## config.mk

```make
export PLATFORM = sky130hd
export DESIGN_NAME = rcl_stream
export DESIGN_NICKNAME = d
export VERILOG_FILES = /design/src/rtl/rcl_stream.sv
export SDC_FILE = /design/constraint.sdc
export NUM_CORES = 1
export LEC_CHECK = 0
export CAP_MARGIN = 10
export CORE_ASPECT_RATIO = 0.75
export CORE_MARGIN = 3
export CORE_UTILIZATION = 58
export CTS_BUF_LIST = sky130_fd_sc_hd__clkbuf_4 sky130_fd_sc_hd__clkbuf_8
export CTS_CLUSTER_DIAMETER = 200
export DETAILED_ROUTE_END_ITERATION = 7
export GPL_TIMING_DRIVEN = 0
export PLACE_DENSITY = 0.84
export SLEW_MARGIN = 20
export SYNTH_ARGS = -nofsm -noshare
export SYNTH_HDL_FRONTEND = slang
export SYNTH_SLANG_ARGS = --single-unit
```

## constraint.sdc

```tcl
create_clock -name clk -period 5 [get_ports clk]
set_input_delay 0.75 -clock clk [delete_from_list [all_inputs] [get_ports clk]]
set_output_delay 0.75 -clock clk [all_outputs]
set_load 0.02 [all_outputs]
```

## src/rtl/rcl_stream.sv

```systemverilog
// rcl_stream: pipelined line/circle relation classifier with per-batch class counts.
// Each line a*x + b*y + c = 0 is classified against the stored circle
// (centre (m,n), squared radius k) as separate, tangent, secant or degenerate.
// Stream handshake: valid-only. Every in_valid cycle is accepted (there is no
// ready); in_last is only meaningful together with in_valid. Results leave in
// order, four cycles after acceptance, as single-cycle out_valid pulses.
module rcl_stream #(
  parameter int W     = 5,
  parameter int CNT_W = 8
) (
  input  logic             clk,
  input  logic             rst_n,
  input  logic             circ_valid,
  input  logic [W-1:0]     circ_m,
  input  logic [W-1:0]     circ_n,
  input  logic [W-1:0]     circ_k,
  input  logic             in_valid,
  input  logic [W-1:0]     coef_a,
  input  logic [W-1:0]     coef_b,
  input  logic [W-1:0]     coef_c,
  input  logic             in_last,
  output logic             out_valid,
  output logic [1:0]       out,
  output logic             out_last,
  output logic             sum_valid,
  output logic [CNT_W-1:0] cnt_sep,
  output logic [CNT_W-1:0] cnt_tan,
  output logic [CNT_W-1:0] cnt_sec,
  output logic [CNT_W-1:0] cnt_deg,
  output logic [1:0]       dbg_state
);

  localparam int PW = 2*W + 2;  // p = a*m + b*n + c
  localparam int QW = 2*W + 1;  // q = a^2 + b^2
  localparam int DW = 4*W + 4;  // d = p^2, also the comparison width
  localparam int RW = 3*W + 1;  // r = q*k
  localparam logic [CNT_W-1:0] CNT_MAX = {CNT_W{1'b1}};

  typedef enum logic [1:0] {ST_IDLE = 2'd0, ST_RUN = 2'd1, ST_SUM = 2'd2} state_t;

  // Circle registers; a line accepted alongside circ_valid sees the new circle.
  logic signed [W-1:0] m_q, n_q;
  logic        [W-1:0] k_q;
  logic signed [W-1:0] m_sel, n_sel, a_s, b_s, c_s;
  logic        [W-1:0] k_sel;

  assign m_sel = circ_valid ? circ_m : m_q;
  assign n_sel = circ_valid ? circ_n : n_q;
  assign k_sel = circ_valid ? circ_k : k_q;
  assign a_s   = coef_a;
  assign b_s   = coef_b;
  assign c_s   = coef_c;

  // Circle register update.
  always_ff @(posedge clk or negedge rst_n) begin
    if (!rst_n) begin
      m_q <= '0;
      n_q <= '0;
      k_q <= '0;
    end else if (circ_valid) begin
      m_q <= circ_m;
      n_q <= circ_n;
      k_q <= circ_k;
    end
  end

  // Stage 1: products; circle operands travel with the line from here on.
  logic signed [2*W-1:0] am_d, bn_d, s1_am, s1_bn;
  logic        [2*W-1:0] aa_d, bb_d, s1_aa, s1_bb;
  logic signed [W-1:0]   s1_c;
  logic        [W-1:0]   s1_k;
  logic                  s1_v, s1_last, s1_deg;

  assign am_d = (2*W)'(a_s) * (2*W)'(m_sel);
  assign bn_d = (2*W)'(b_s) * (2*W)'(n_sel);
  assign aa_d = $unsigned((2*W)'(a_s) * (2*W)'(a_s));
  assign bb_d = $unsigned((2*W)'(b_s) * (2*W)'(b_s));

  // Stage 1 register.
  always_ff @(posedge clk or negedge rst_n) begin
    if (!rst_n) begin
      s1_v <= 1'b0; s1_last <= 1'b0; s1_deg <= 1'b0;
      s1_am <= '0; s1_bn <= '0; s1_aa <= '0; s1_bb <= '0; s1_c <= '0; s1_k <= '0;
    end else begin
      s1_v    <= in_valid;
      s1_last <= in_valid & in_last;
      s1_deg  <= (coef_a == '0) && (coef_b == '0);
      s1_am   <= am_d;
      s1_bn   <= bn_d;
      s1_aa   <= aa_d;
      s1_bb   <= bb_d;
      s1_c    <= c_s;
      s1_k    <= k_sel;
    end
  end

  // Stage 2: distance numerator p and normal length q.
  logic signed [PW-1:0] p_d, s2_p;
  logic        [QW-1:0] q_d, s2_q;
  logic        [W-1:0]  s2_k;
  logic                 s2_v, s2_last, s2_deg;

  assign p_d = PW'(s1_am) + PW'(s1_bn) + PW'(s1_c);
  assign q_d = QW'(s1_aa) + QW'(s1_bb);

  // Stage 2 register.
  always_ff @(posedge clk or negedge rst_n) begin
    if (!rst_n) begin
      s2_v <= 1'b0; s2_last <= 1'b0; s2_deg <= 1'b0;
      s2_p <= '0; s2_q <= '0; s2_k <= '0;
    end else begin
      s2_v <= s1_v; s2_last <= s1_last; s2_deg <= s1_deg;
      s2_p <= p_d;  s2_q <= q_d;        s2_k <= s1_k;
    end
  end

  // Stage 3: squared distance numerator d versus scaled radius r.
  logic [DW-1:0] d_d, s3_d;
  logic [RW-1:0] r_d, s3_r;
  logic          s3_v, s3_last, s3_deg;

  assign d_d = $unsigned(DW'(s2_p) * DW'(s2_p));
  assign r_d = RW'(s2_q) * RW'(s2_k);

  // Stage 3 register.
  always_ff @(posedge clk or negedge rst_n) begin
    if (!rst_n) begin
      s3_v <= 1'b0; s3_last <= 1'b0; s3_deg <= 1'b0; s3_d <= '0; s3_r <= '0;
    end else begin
      s3_v <= s2_v; s3_last <= s2_last; s3_deg <= s2_deg; s3_d <= d_d; s3_r <= r_d;
    end
  end

  // Stage 4 classification: degenerate overrides the comparison.
  logic [1:0] cls_d;
  always_comb begin
    cls_d = 2'd2;
    if (s3_deg)                  cls_d = 2'd3;
    else if (s3_d > DW'(s3_r))   cls_d = 2'd0;
    else if (s3_d == DW'(s3_r))  cls_d = 2'd1;
  end

  // Stage 4 register drives the result outputs directly.
  always_ff @(posedge clk or negedge rst_n) begin
    if (!rst_n) begin
      out_valid <= 1'b0; out_last <= 1'b0; out <= '0;
    end else begin
      out_valid <= s3_v; out_last <= s3_last; out <= cls_d;
    end
  end

  // Batch counting: tot_d is the saturating count including this cycle's result.
  logic             batch_end;
  logic [CNT_W-1:0] cnt_q [4];
  logic [CNT_W-1:0] cnt_d [4];
  logic [CNT_W-1:0] tot_d [4];
  logic [CNT_W-1:0] tot_q [4];

  assign batch_end = out_valid & out_last;

  // Next counter values; counters restart when a batch closes.
  always_comb begin
    for (int i = 0; i < 4; i++) begin
      tot_d[i] = cnt_q[i];
      if (out_valid && (out == 2'(i)) && (cnt_q[i] != CNT_MAX))
        tot_d[i] = cnt_q[i] + CNT_W'(1);
      cnt_d[i] = batch_end ? '0 : tot_d[i];
    end
  end

  // Counter and held-summary registers.
  always_ff @(posedge clk or negedge rst_n) begin
    if (!rst_n) begin
      for (int i = 0; i < 4; i++) begin
        cnt_q[i] <= '0;
        tot_q[i] <= '0;
      end
    end else begin
      for (int i = 0; i < 4; i++) begin
        cnt_q[i] <= cnt_d[i];
        if (batch_end) tot_q[i] <= tot_d[i];
      end
    end
  end

  assign cnt_sep = tot_q[0];
  assign cnt_tan = tot_q[1];
  assign cnt_sec = tot_q[2];
  assign cnt_deg = tot_q[3];

  // Control FSM: IDLE (nothing counted), RUN (batch open), SUM (summary pulse).
  state_t state_q, state_d;

  // FSM state register.
  always_ff @(posedge clk or negedge rst_n) begin
    if (!rst_n) state_q <= ST_IDLE;
    else        state_q <= state_d;
  end

  // FSM next state.
  always_comb begin
    state_d = state_q;
    if (batch_end)              state_d = ST_SUM;
    else if (out_valid)         state_d = ST_RUN;
    else if (state_q == ST_SUM) state_d = ST_IDLE;
  end

  assign sum_valid = (state_q == ST_SUM);
  assign dbg_state = state_q;

endmodule

```

==> metrics.md, run 1 <==
| Metric | Value |
|---|---|
| Result of the run | `complete, but fails checks` |
| Violated checks | `setup timing` |
| Cell count after synthesis | `1,707` |
| Clock Root Buffer | `clkbuf_8` |
| Number of inserted diodes | `0` |
| Endpoint class of the critical path | `flop` |
| Y dimension of the die | `157 µm` |
| Antenna violations before repair | `0` |
| Placed wire-length estimate after detailed placement | `28,100 µm` |
| Gr usage total | `0.234` |
| Num ports | `74` |
| Clock Sinks | `204` |
| Overflow after GRT | `0` |
| Max-slew violation count | `0` |
| H-tree level count | `1` |
| Die ar. | `32,500 µm²` |
| Final hold viol count | `0` |
| Worst min path class | `reg -> reg` |
| Measured slew at the worst slew-check pin | `0.690 ns` |
| Wire length reported by the detailed router | `37,800 µm` |
| Period utilisation layout | `1.01` |
| CTS tree | `done` |
| Number of vias in the routed layout | `12,215` |
| Synth area leaders | `dfrtp_1 29%, fa_1 26%, ha_1 12%` |
| Clock Skew | `0.0144 ns` |
| Total core area | `29,500 µm²` |
| DRT antenna net count | `0` |
| Required time at the endpoint of the critical path | `5.47 ns` |
| Critical Path AT | `5.50 ns` |
| Category of the worst setup path launch point | `flop` |
| Predominant post-synthesis flop cell | `dfrtp_1` |
| Worst-skew pair later-pin latency | `0.57 ns` |
| Wire length of the first global-routing pass | `62,300 µm` |
| Via count of the first global-routing pass | `12,808` |
| Gpl congestion | `0.870` |
| Synth Net Count | `2,138` |
| Final standard cell area without fillers | `20,200 µm²` |
| Area after detailed placement | `18,900 µm²` |
| Final WS setup | `-0.0304 ns` |
| Final #Nets | `2,262` |
| FFs w/ async S/R, synth | `1.00` |
| Area share of and/or/nand/nor cells after synthesis | `0.118` |
| Post-layout min period | `5.03 ns` |
| Buffers from clock root to sink, at most | `3` |
| MaxCap Viol Count | `0` |
| Growth of design area from synthesis to finish | `14.9%` |
| Horizontal die dimension | `207 µm` |
| Worst-case register-to-register setup slack | `-0.03 ns` |
| Initial drt markers | `923` |
| CTS Buf Count | `29` |
| Vias per Instance | `5.44` |
| Critical path fanouts, max | `4` |
| Part of the Yosys area used for sequential elements | `0.290` |
| Fraction of layout instances using a drive strength above 1 | `0.103` |
| Number of buffer cells added on primary ports | `72` |
| WL per Instance | `16.8 µm` |
| Post-synthesis instance area | `17,600 µm²` |
| Compound-cell area share of the yosys netlist | `0.0656` |
| Synthesized flop and latch total | `204` |
| Cell type with the largest total area after synthesis | `dfrtp_1` |
| Rows | `54` |
| Number of setup violations in the final report | `3` |
| Starting density of the core | `0.598` |
| Post-synthesis mux area share | `0.0151` |
| Largest family of logic cells by synthesized area | `adder cells` |
| Unique masters post-synth | `56` |
| Number of flops mapped to enable cells by yosys | `0` |
| Maximum number of pins on one net before global-route repair | `102` |
| Post-synthesis area per instance | `10.3 µm²` |
| Most frequent cells after synthesis | `323 x inv_1, 225 x fa_1, 204 x dfrtp_1` |
| Peak Freq | `0.199 GHz` |
| DRC errors left | `0` |
| Share of the synthesized area in the top cell type | `0.290` |
| Post-synthesis share of cell area spent on full adders, half adders and majority gates | `0.377` |
| Most instantiated library cell after synthesis | `inv_1` |
| Yosys warns | `0` |
| Post-Synth XOR/XNOR Area | `0.0557` |
| Iteration count of the initial detailed-routing pass | `5` |
| Crit Path Class | `reg -> reg` |
| Worst max-slew margin expressed relative to the limit | `0.537` |
| Worst-path clk slew | `0.07 ns` |
==> path summary, 6_finish.rpt <==
check / startpoint / endpoint / depth (start not counted)
worst min-delay path: s3_last$_DFF_PN0_ / out_last$_DFF_PN0_ / 0
worst min register to register: s3_last$_DFF_PN0_ / out_last$_DFF_PN0_ / 0
max in group asynchronous: rst_n / n_q[4]$_DFF_PN0_ / 3
worst max-delay path: s2_p[5]$_DFF_PN0_ / s3_d[22]$_DFF_PN0_ / 18
min in group asynchronous: rst_n / cnt_q[19]$_DFF_PN0_ / 2
worst max register to register: s2_p[5]$_DFF_PN0_ / s3_d[22]$_DFF_PN0_ / 18
==> flip-flops by register name, indices dropped and copies added, names as in the netlist, 9 cells and up <==
register	count
s3_r	16
s1_am	10
cnt_q	32
s1_aa	9
s1_bn	10
s2_p	12
s1_bb	9
s3_d	23
s2_q	11
==> cells by family after synthesis <==
logic type,count (synthesis)
AOI/OAI and AO/OA,182
and+or+nand+nor,421
DFF,204
adders and majority gates,396
muxes,25
xor gates and xnor gates,112
buffers and inverters,367
==> cells in the final DEF, fill, tap and decap left out, types with 6 or more instances in the layout <==
master | netlist | routed
and2_4 | 0 | 9
ha_1 | 171 | 158
buf_4 | 0 | 19
o21a_1 | 8 | 8
clkbuf_1 | 41 | 25
a21oi_2 | 0 | 8
o21bai_1 | 11 | 11
mux2i_1 | 12 | 12
nor2_1 | 115 | 112
o21ai_0 | 23 | 17
nand2b_1 | 10 | 10
xor2_1 | 40 | 40
buf_8 | 0 | 6
nor2b_1 | 18 | 18
and2_1 | 86 | 76
nor3_1 | 9 | 9
mux2_2 | 13 | 13
clkbuf_8 | 0 | 44
inv_1 | 323 | 317
dfrtp_1 | 204 | 195
clkdlybuf4s50_1 | 0 | 71
buf_6 | 0 | 6
nand3_1 | 12 | 12
dfrtp_2 | 0 | 9
or2_2 | 8 | 8
nand4_1 | 6 | 6
nand2_1 | 120 | 115
xnor2_1 | 72 | 71
inv_2 | 0 | 6
a21o_1 | 17 | 17
ha_4 | 0 | 11
a21oi_1 | 80 | 71
fa_1 | 225 | 220
==> worst max-delay path, cell delays in order, from the launching register on <==
cell,delay (ns)
dfrtp_2,0.48
buf_6,0.17
and2_1,0.19
ha_1,0.29
xor2_1,0.19
fa_2,0.54
inv_1,0.05
ha_1,0.28
inv_1,0.06
fa_1,0.57
inv_1,0.08
fa_1,0.56
ha_4,0.23
o21ai_1,0.08
nor2_1,0.09
o31a_1,0.34
a41o_2,0.35
a311o_1,0.29
o311ai_2,0.08
==> timing repair <==
action | CTS | global route
setup buffers | 9 | 11
cloned | 0 | 2
endpoints found under the hold margin | 9 | 0
endpoints found under the setup margin | 14 | 12
hold buffers | 1 | 0
pin swaps | 7 | 31
resized for setup | 57 | 78
==> metal layers <==
| layer | GRT usage | up-vias | wire [µm] |
|---|---|---|---|
| li1 | - | 5582 | - |
| met2 | 0.385 | 387 | 18000 |
| met4 | 0.0614 | 0 | 902 |
| met5 | 0 | - | 0 |
| met1 | 0.328 | 6166 | 16700 |
| met3 | 0.0407 | 80 | 2220 |
==> metrics by stage <==
step / utilization / hold slack (ns) / TNS, ns / setup slack [ns] / instances
finish: 0.687 / 0.349 / -0.0368 / -0.0304 / 2244
global route: 0.687 / 0.360 / -0.598 / -0.162 / 2244
CTS: 0.672 / 0.351 / 0 / 0.00399 / 2231
detailed placement: 0.641 / 0.336 / -7.66 / -0.829 / 2173
global placement: 0.639 / 0.333 / -1001.78 / -4.90 / 2171
floorplan: - / 0.331 / 0 / 0.0326 / 1707
==> cell type report <==
class | count | area [µm²]
repair buffers | 97 | 998
clock inverters | 7 | 88.8
flip-flops and latches | 204 | 5120
clock buffers | 45 | 601
plain buffers | 40 | 262
inverters | 323 | 1210
well taps | 392 | 490
multi-input cells | 1136 | 11500
fillers | 2069 | 9230
Power of run 1 is not shown: default switching activity piles up to over one toggle a cycle in this logic, so the estimate is an artifact.
==> run 2: changes to the inputs <==
- SLEW_MARGIN: 20 -> 15
==> metrics.md, run 2 (same netlist as run 1, synthesis figures left out) <==
| Metric | Value |
|---|---|
| CP top delay family | `adder cells (unchanged)` |
| Measured slew at the worst slew-check pin | `0.802 ns (was 0.690 ns)` |
| Critical path fanouts, max | `4 (unchanged)` |
| Critical Path AT | `5.48 ns (was 5.50 ns)` |
| Final hold viol count | `0 (unchanged)` |
| Hold buffer count at cts | `0 (was 1)` |
| Combined area of the multi-input logic cells | `11,600 µm² (was 11,500 µm²)` |
| DP Worst Slack | `-0.847 ns (was -0.829 ns)` |
| Antenna violations before repair | `0 (unchanged)` |
| Final #Nets | `2,280 (was 2,262)` |
| Growth of design area from synthesis to finish | `16.3% (was 14.9%)` |
| Clock Root Buffer | `clkbuf_8 (unchanged)` |
| Number of filler cells placed in the layout | `2,057 (was 2,069)` |
| Worst-skew pair later-pin latency | `0.59 ns (was 0.57 ns)` |
| Period utilisation layout | `1.00 (was 1.01)` |
| Number of vias in the routed layout | `12,226 (was 12,215)` |
| CTS Buf Count | `30 (was 29)` |
| Sequential cell area | `5120 µm² (about the same)` |
| H-tree level count | `1 (unchanged)` |
| Cell with the largest stage delay on the worst path | `fa_1 (unchanged)` |
| Final WS setup | `-0.00493 ns (was -0.0304 ns)` |
| Number of flip-flops in the largest register | `32 (unchanged)` |
| Placed wire-length estimate after detailed placement | `27,900 µm (was 28,100 µm)` |
| Initial drt markers | `756 (was 923)` |
| Crit Path Class | `reg -> reg (unchanged)` |
| Die ar. | `32,500 µm² (unchanged)` |
| Worst-path clk slew | `0.07 ns (about the same)` |
| Clock Skew | `0.0287 ns (was 0.0144 ns)` |
| Endpoint class of the critical path | `flop (unchanged)` |
| MaxCap Viol Count | `0 (unchanged)` |
| Peak Freq | `0.200 GHz (was 0.199 GHz)` |
| Via count of the first global-routing pass | `12,682 (was 12,808)` |
| Worst min path class | `in -> async (was reg -> reg)` |
| Met1 usage | `0.329 (was 0.328)` |
| Dominant cell type by count on the critical path | `inv_1 (unchanged)` |
| Rows | `54 (unchanged)` |
| CTS tree | `done (unchanged)` |
| Met2 GRT Util | `0.376 (was 0.385)` |
| Category of the worst setup path launch point | `flop (unchanged)` |
| Clock Sinks | `204 (unchanged)` |
| Horizontal die dimension | `207 µm (unchanged)` |
| Register containing the most flip-flops in the final layout | `cnt_q (unchanged)` |
| Max-slew violation count | `0 (unchanged)` |
| Met3 capacity usage during global routing | `0.0367 (was 0.0407)` |
| Num ports | `74 (unchanged)` |
| Maximum number of pins on one net before global-route repair | `110 (was 102)` |
| Fraction of layout instances using a drive strength above 1 | `0.126 (was 0.103)` |
| Gr usage total | `0.229 (was 0.234)` |
| Logic depth of the worst setup path including buffers | `18 (unchanged)` |
| Gpl congestion | `0.870 (unchanged)` |
| Post-layout min period | `5.00 ns (was 5.03 ns)` |
| Unrepaired setup endpoints after global routing | `yes` |
| Buffers from clock root to sink, at most | `3 (unchanged)` |
| Number of setup violations in the final report | `1 (was 3)` |
| Most congested layer reported by global routing | `met2 (unchanged)` |
| Starting density of the core | `0.598 (unchanged)` |
| Overflow after GRT | `0 (unchanged)` |
| WL per Instance | `17.3 µm (was 16.8 µm)` |
| DRC errors left | `0 (unchanged)` |
| Result of the run | `complete, but fails checks (unchanged)` |
| Commonest cells after routing, fill and taps aside | `309 x inv_1, 218 x fa_1, 193 x dfrtp_1 (was 317 x inv_1, 220 x fa_1, 195 x dfrtp_1)` |
| Top flop regs | `cnt_q x32, s3_d x23, s3_r x16 (unchanged)` |
| Total core area | `29,500 µm² (unchanged)` |
| Wire length of the first global-routing pass | `61,500 µm (was 62,300 µm)` |
| Buf+Inv Stages, Crit Path | `4 (unchanged)` |
| Worst stage delay on the critical path | `0.59 ns (was 0.57 ns)` |
| Iteration count of the initial detailed-routing pass | `5 (unchanged)` |
| Y dimension of the die | `157 µm (unchanged)` |
| Number of buffer cells added on primary ports | `72 (unchanged)` |
| Worst r2r path cells | `18 (unchanged)` |
| Vias per Instance | `5.40 (was 5.44)` |
| Worst max-slew margin expressed relative to the limit | `0.466 (was 0.537)` |
| Wire length reported by the detailed router | `39,200 µm (was 37,800 µm)` |
| Most common cell after layout, fill and taps aside | `inv_1 (unchanged)` |
| Violated checks | `setup timing (unchanged)` |
| Number of inserted diodes | `0 (unchanged)` |
| CP Cell Sequence | `buf_4 > and2_4 > ha_1 > xor2_1 > fa_2 > inv_1 > ha_1 > inv_1 > fa_1 > inv_1 > fa_1 > ha_4 > o21ai_2 > nor2_2 > o31a_1 > a41o_4 > a311o_1 > o311ai_2 (was buf_6 > and2_1 > ha_1 > xor2_1 > fa_2 > inv_1 > ha_1 > inv_1 > fa_1 > inv_1 > fa_1 > ha_4 > o21ai_1 > nor2_1 > o31a_1 > a41o_2 > a311o_1 > o311ai_2)` |
| DRT antenna net count | `0 (unchanged)` |
| Required time at the endpoint of the critical path | `5.47 ns (about the same)` |
run 2: changes by cell type in the layout (fill, tap and decap cells not counted), moves of 3 or more:
cell / change
and2_1: -5
inv_2: +6
clkbuf_4: +6
inv_1: -8
a21oi_4: +3
clkbuf_8: -5
ha_4: +4
and2_4: +5
buf_4: +14
ha_1: -4
run 2: cell type report:
cell class | instances | share of cell area
inverter | 323 | 0.0595
tap | 392 | 0.0240
clock inverter | 9 | 0.00379
buffer | 40 | 0.0127
sequential | 204 | 0.250
clock buffer | 46 | 0.0282
multi-input combinational | 1136 | 0.567
timing repair buffer | 114 | 0.0554
run 2: final timing paths:
| check | start | endpoint | slack, ns |
|---|---|---|---|
| setup reg to reg | s2_p[5]$_DFF_PN0_ | s3_d[22]$_DFF_PN0_ | -0.005 |
| max in group asynchronous | rst_n | n_q[4]$_DFF_PN0_ | 3.87 |
| hold reg to reg | s1_last$_DFF_PN0_ | s2_last$_DFF_PN0_ | 0.35 |
| setup / recovery | s2_p[5]$_DFF_PN0_ | s3_d[22]$_DFF_PN0_ | -0.005 |
| min in group clk | s1_last$_DFF_PN0_ | s2_last$_DFF_PN0_ | 0.35 |
| hold / removal | rst_n | cnt_tan[3]$_DFFE_PN0P_ | 0.15 |
run 2: worst reg2reg max path, delay by kind of cell (launching register included):
family,cells,cell delay (ns)
adders and majority gates,6,2.46
AOI/OAI and AO/OA,5,1.20
DFF,1,0.46
buffers and inverters,4,0.34
and+or+nand+nor,2,0.24
xor gates and xnor gates,1,0.18
run 2: through the flow:
stage          hold slack, ns   util  area [µm²]  cells  setup TNS [ns]
6_report                0.150  0.695       20500   2264        -0.00493
5_1_grt                 0.195  0.695       20500   2264          -0.350
4_1_cts                 0.179  0.670       19700   2230               0
3_5_place_dp            0.335  0.640       18800   2172           -7.25
3_3_place_gp            0.333  0.639       18800   2171        -1001.78
2_1_floorplan           0.331      -       17600   1707               0
run 2: timing repair:
| action | 4_1_cts | 5_1_grt |
|---|---|---|
| gates cloned | 0 | 3 |
| gates resized for setup | 59 | 114 |
| pin swaps | 6 | 60 |
| endpoints found under the hold margin | 0 | 0 |
| setup buffers | 7 | 31 |
| setup endpoints to repair | 13 | 11 |
run 2: metal layers:
layer  vias up  routed length [µm]
li1       5624                   -
met1      6142               17000
met2       387               18800
met3        73                2550
met4         0                 861
met5         -                   0
Power of run 2 is left out for the same reason.
==> run 3: changes to the inputs <==
--- a/config.mk
+++ b/config.mk
@@ -8,5 +8,4 @@
 export CAP_MARGIN = 10
 export CORE_ASPECT_RATIO = 0.75
-export CORE_MARGIN = 3
 export CORE_UTILIZATION = 58
 export CTS_BUF_LIST = sky130_fd_sc_hd__clkbuf_4 sky130_fd_sc_hd__clkbuf_8
==> constraint.sdc (replaced) <==
create_clock -name clk -period 5 [get_ports clk]
set_input_delay 0.75 -clock clk [delete_from_list [all_inputs] [get_ports clk]]
set_output_delay 0.75 -clock clk [all_outputs]
set_load 0.1 [all_outputs]
==> metrics.md, run 3 (same netlist as run 1, synthesis figures left out) <==
| Metric | Value |
|---|---|
| Starting density of the core | `0.598 (unchanged)` |
| Required time at the endpoint of the critical path | `5.49 ns (was 5.47 ns)` |
| Die ar. | `31,100 µm² (was 32,500 µm²)` |
| Rows | `54 (unchanged)` |
| Most common cell after layout, fill and taps aside | `inv_1 (unchanged)` |
| Buffers from clock root to sink, at most | `3 (unchanged)` |
| Period utilisation layout | `0.993 (was 1.00)` |
| Number of filler cells placed in the layout | `2,128 (was 2,057)` |
| Top flop regs | `cnt_q x32, s3_d x23, s3_r x16 (unchanged)` |
| Register containing the most flip-flops in the final layout | `cnt_q (unchanged)` |
| Final #Nets | `2,258 (was 2,280)` |
| Number of inserted diodes | `0 (unchanged)` |
| Horizontal die dimension | `203 µm (was 207 µm)` |
| MaxCap Viol Count | `0 (unchanged)` |
| Initial drt markers | `820 (was 756)` |
| Clock Sinks | `204 (unchanged)` |
| Via count of the first global-routing pass | `12,769 (was 12,682)` |
| Vias per Instance | `5.41 (was 5.40)` |
| Fraction of layout instances using a drive strength above 1 | `0.0952 (was 0.126)` |
| Wire length of the first global-routing pass | `61,500 µm (about the same)` |
| Crit Path Class | `reg -> reg (unchanged)` |
| Y dimension of the die | `153 µm (was 157 µm)` |
| Result of the run | `finished clean (was complete, but fails checks)` |
| Category of the worst setup path launch point | `flop (unchanged)` |
| Worst min path class | `in -> async (unchanged)` |
| Peak Freq | `0.201 GHz (was 0.200 GHz)` |
| Worst-skew pair later-pin latency | `0.61 ns (was 0.59 ns)` |
| Gr usage total | `0.245 (was 0.229)` |
| WL per Instance | `16.3 µm (was 17.3 µm)` |
| DRT antenna net count | `0 (unchanged)` |
| Total core area | `29,500 µm² (unchanged)` |
| Combined area of the multi-input logic cells | `11,400 µm² (was 11,600 µm²)` |
| Final hold viol count | `0 (unchanged)` |
| Unrepaired setup endpoints after global routing | `yes (unchanged)` |
| Number of flip-flops in the largest register | `32 (unchanged)` |
| Sequential cell area | `5110 µm² (was 5120 µm²)` |
| CTS Buf Count | `29 (was 30)` |
| Growth of design area from synthesis to finish | `13.8% (was 16.3%)` |
| Number of setup violations in the final report | `0 (was 1)` |
| Max-slew violation count | `0 (unchanged)` |
| Worst-case register-to-register setup slack | `0.04 ns (was -0.005 ns)` |
| DRC errors left | `0 (unchanged)` |
| Post-layout min period | `4.96 ns (was 5.00 ns)` |
| Maximum number of pins on one net before global-route repair | `105 (was 110)` |
| Clock Root Buffer | `clkbuf_8 (unchanged)` |
| Worst hold margin | `0.169 ns (was 0.150 ns)` |
| Worst max-slew margin expressed relative to the limit | `0.323 (was 0.466)` |
| Iteration count of the initial detailed-routing pass | `7 (was 5)` |
| H-tree level count | `1 (unchanged)` |
| Critical path fanouts, max | `7 (was 4)` |
| Wire length reported by the detailed router | `36,600 µm (was 39,200 µm)` |
| Critical Path AT | `5.45 ns (was 5.48 ns)` |
| Gpl congestion | `0.873 (was 0.870)` |
| Number of vias in the routed layout | `12,117 (was 12,226)` |
| Commonest cells after routing, fill and taps aside | `319 x inv_1, 221 x fa_1, 196 x dfrtp_1 (was 309 x inv_1, 218 x fa_1, 193 x dfrtp_1)` |
| Antenna violations before repair | `0 (unchanged)` |
| Num ports | `74 (unchanged)` |
| Clock Skew | `0.0301 ns (was 0.0287 ns)` |
| Worst r2r path cells | `20 (was 18)` |
| Number of buffer cells added on primary ports | `72 (unchanged)` |
| Placed wire-length estimate after detailed placement | `27,900 µm (about the same)` |
| CTS tree | `done (unchanged)` |
| Endpoint class of the critical path | `flop (unchanged)` |
| Overflow after GRT | `0 (unchanged)` |
| Worst-path clk slew | `0.08 ns (was 0.07 ns)` |
| Measured slew at the worst slew-check pin | `1.01 ns (was 0.802 ns)` |
[run 3: cell types whose count changed in the layout (fill, tap and decap cells not counted), sizes merged]
cell	change
clkinvlp	-1
clkinv	-1
inv	+2
buf	-23
[run 3: area by class of cell]
type,count,share of cell area
Buffer,40,0.0130
Clock buffer,44,0.0283
Clock inverter,9,0.00418
Inverter,323,0.0605
Multi-Input combinational cell,1136,0.569
Sequential cell,204,0.255
Tap cell,392,0.0245
Timing Repair Buffer,93,0.0456
[run 3: path summary, 6_finish.rpt]
| kind | start | to |
|---|---|---|
| worst max-delay path | s2_p[4]$_DFF_PN0_ | s3_d[22]$_DFF_PN0_ |
| worst min-delay path | rst_n | s3_d[3]$_DFF_PN0_ |
| worst max register to register | s2_p[4]$_DFF_PN0_ | s3_d[22]$_DFF_PN0_ |
| worst min register to register | s3_last$_DFF_PN0_ | out_last$_DFF_PN0_ |
| max in group asynchronous | rst_n | s2_p[9]$_DFF_PN0_ |
| min in group clk | s3_last$_DFF_PN0_ | out_last$_DFF_PN0_ |
[run 3: worst max-delay path: stages, from the launching register on]
cell	delay, ns
dfrtp_1	0.38
buf_4	0.14
inv_1	0.10
nor2_4	0.14
inv_1	0.06
fa_1	0.47
inv_1	0.06
fa_1	0.55
inv_1	0.05
fa_1	0.47
inv_1	0.05
fa_1	0.52
inv_1	0.05
fa_1	0.53
inv_1	0.08
ha_4	0.32
nand2_1	0.08
o21ai_2	0.15
a41o_1	0.24
a31oi_4	0.13
o311ai_2	0.27
[run 3: repair_timing]
| item | 4_1_cts | 5_1_grt |
|---|---|---|
| hold buffers | 0 | 0 |
| buffers inserted | 10 | 10 |
| pin swaps | 5 | 24 |
| resized for setup | 57 | 63 |
| endpoints found under the setup margin | 13 | 11 |
[run 3: metal layers]
metal  vias up  share of wire  track usage
met5         -              0            0
met4         0          0.021       0.0584
met3        71          0.058       0.0452
met2       345           0.47        0.388
met1      6121           0.45        0.352
li1       5580              -            -
[run 3: metrics by stage]
| step | cells | setup slack, ns | instance area [µm²] | util | setup TNS, ns |
|---|---|---|---|---|---|
| after detailed placement | 2172 | -0.784 | 18800 | 0.640 | -6.82 |
| after floorplan | 1707 | 0.0326 | 17600 | - | 0 |
| after global placement | 2171 | -4.97 | 18800 | 0.639 | -1016.15 |
| final | 2241 | 0.0368 | 20000 | 0.680 | 0 |
| after CTS | 2231 | 0.00362 | 19700 | 0.670 | 0 |
| after global routing | 2241 | -0.106 | 20000 | 0.680 | -0.262 |
Power of run 3 is left out for the same reason.
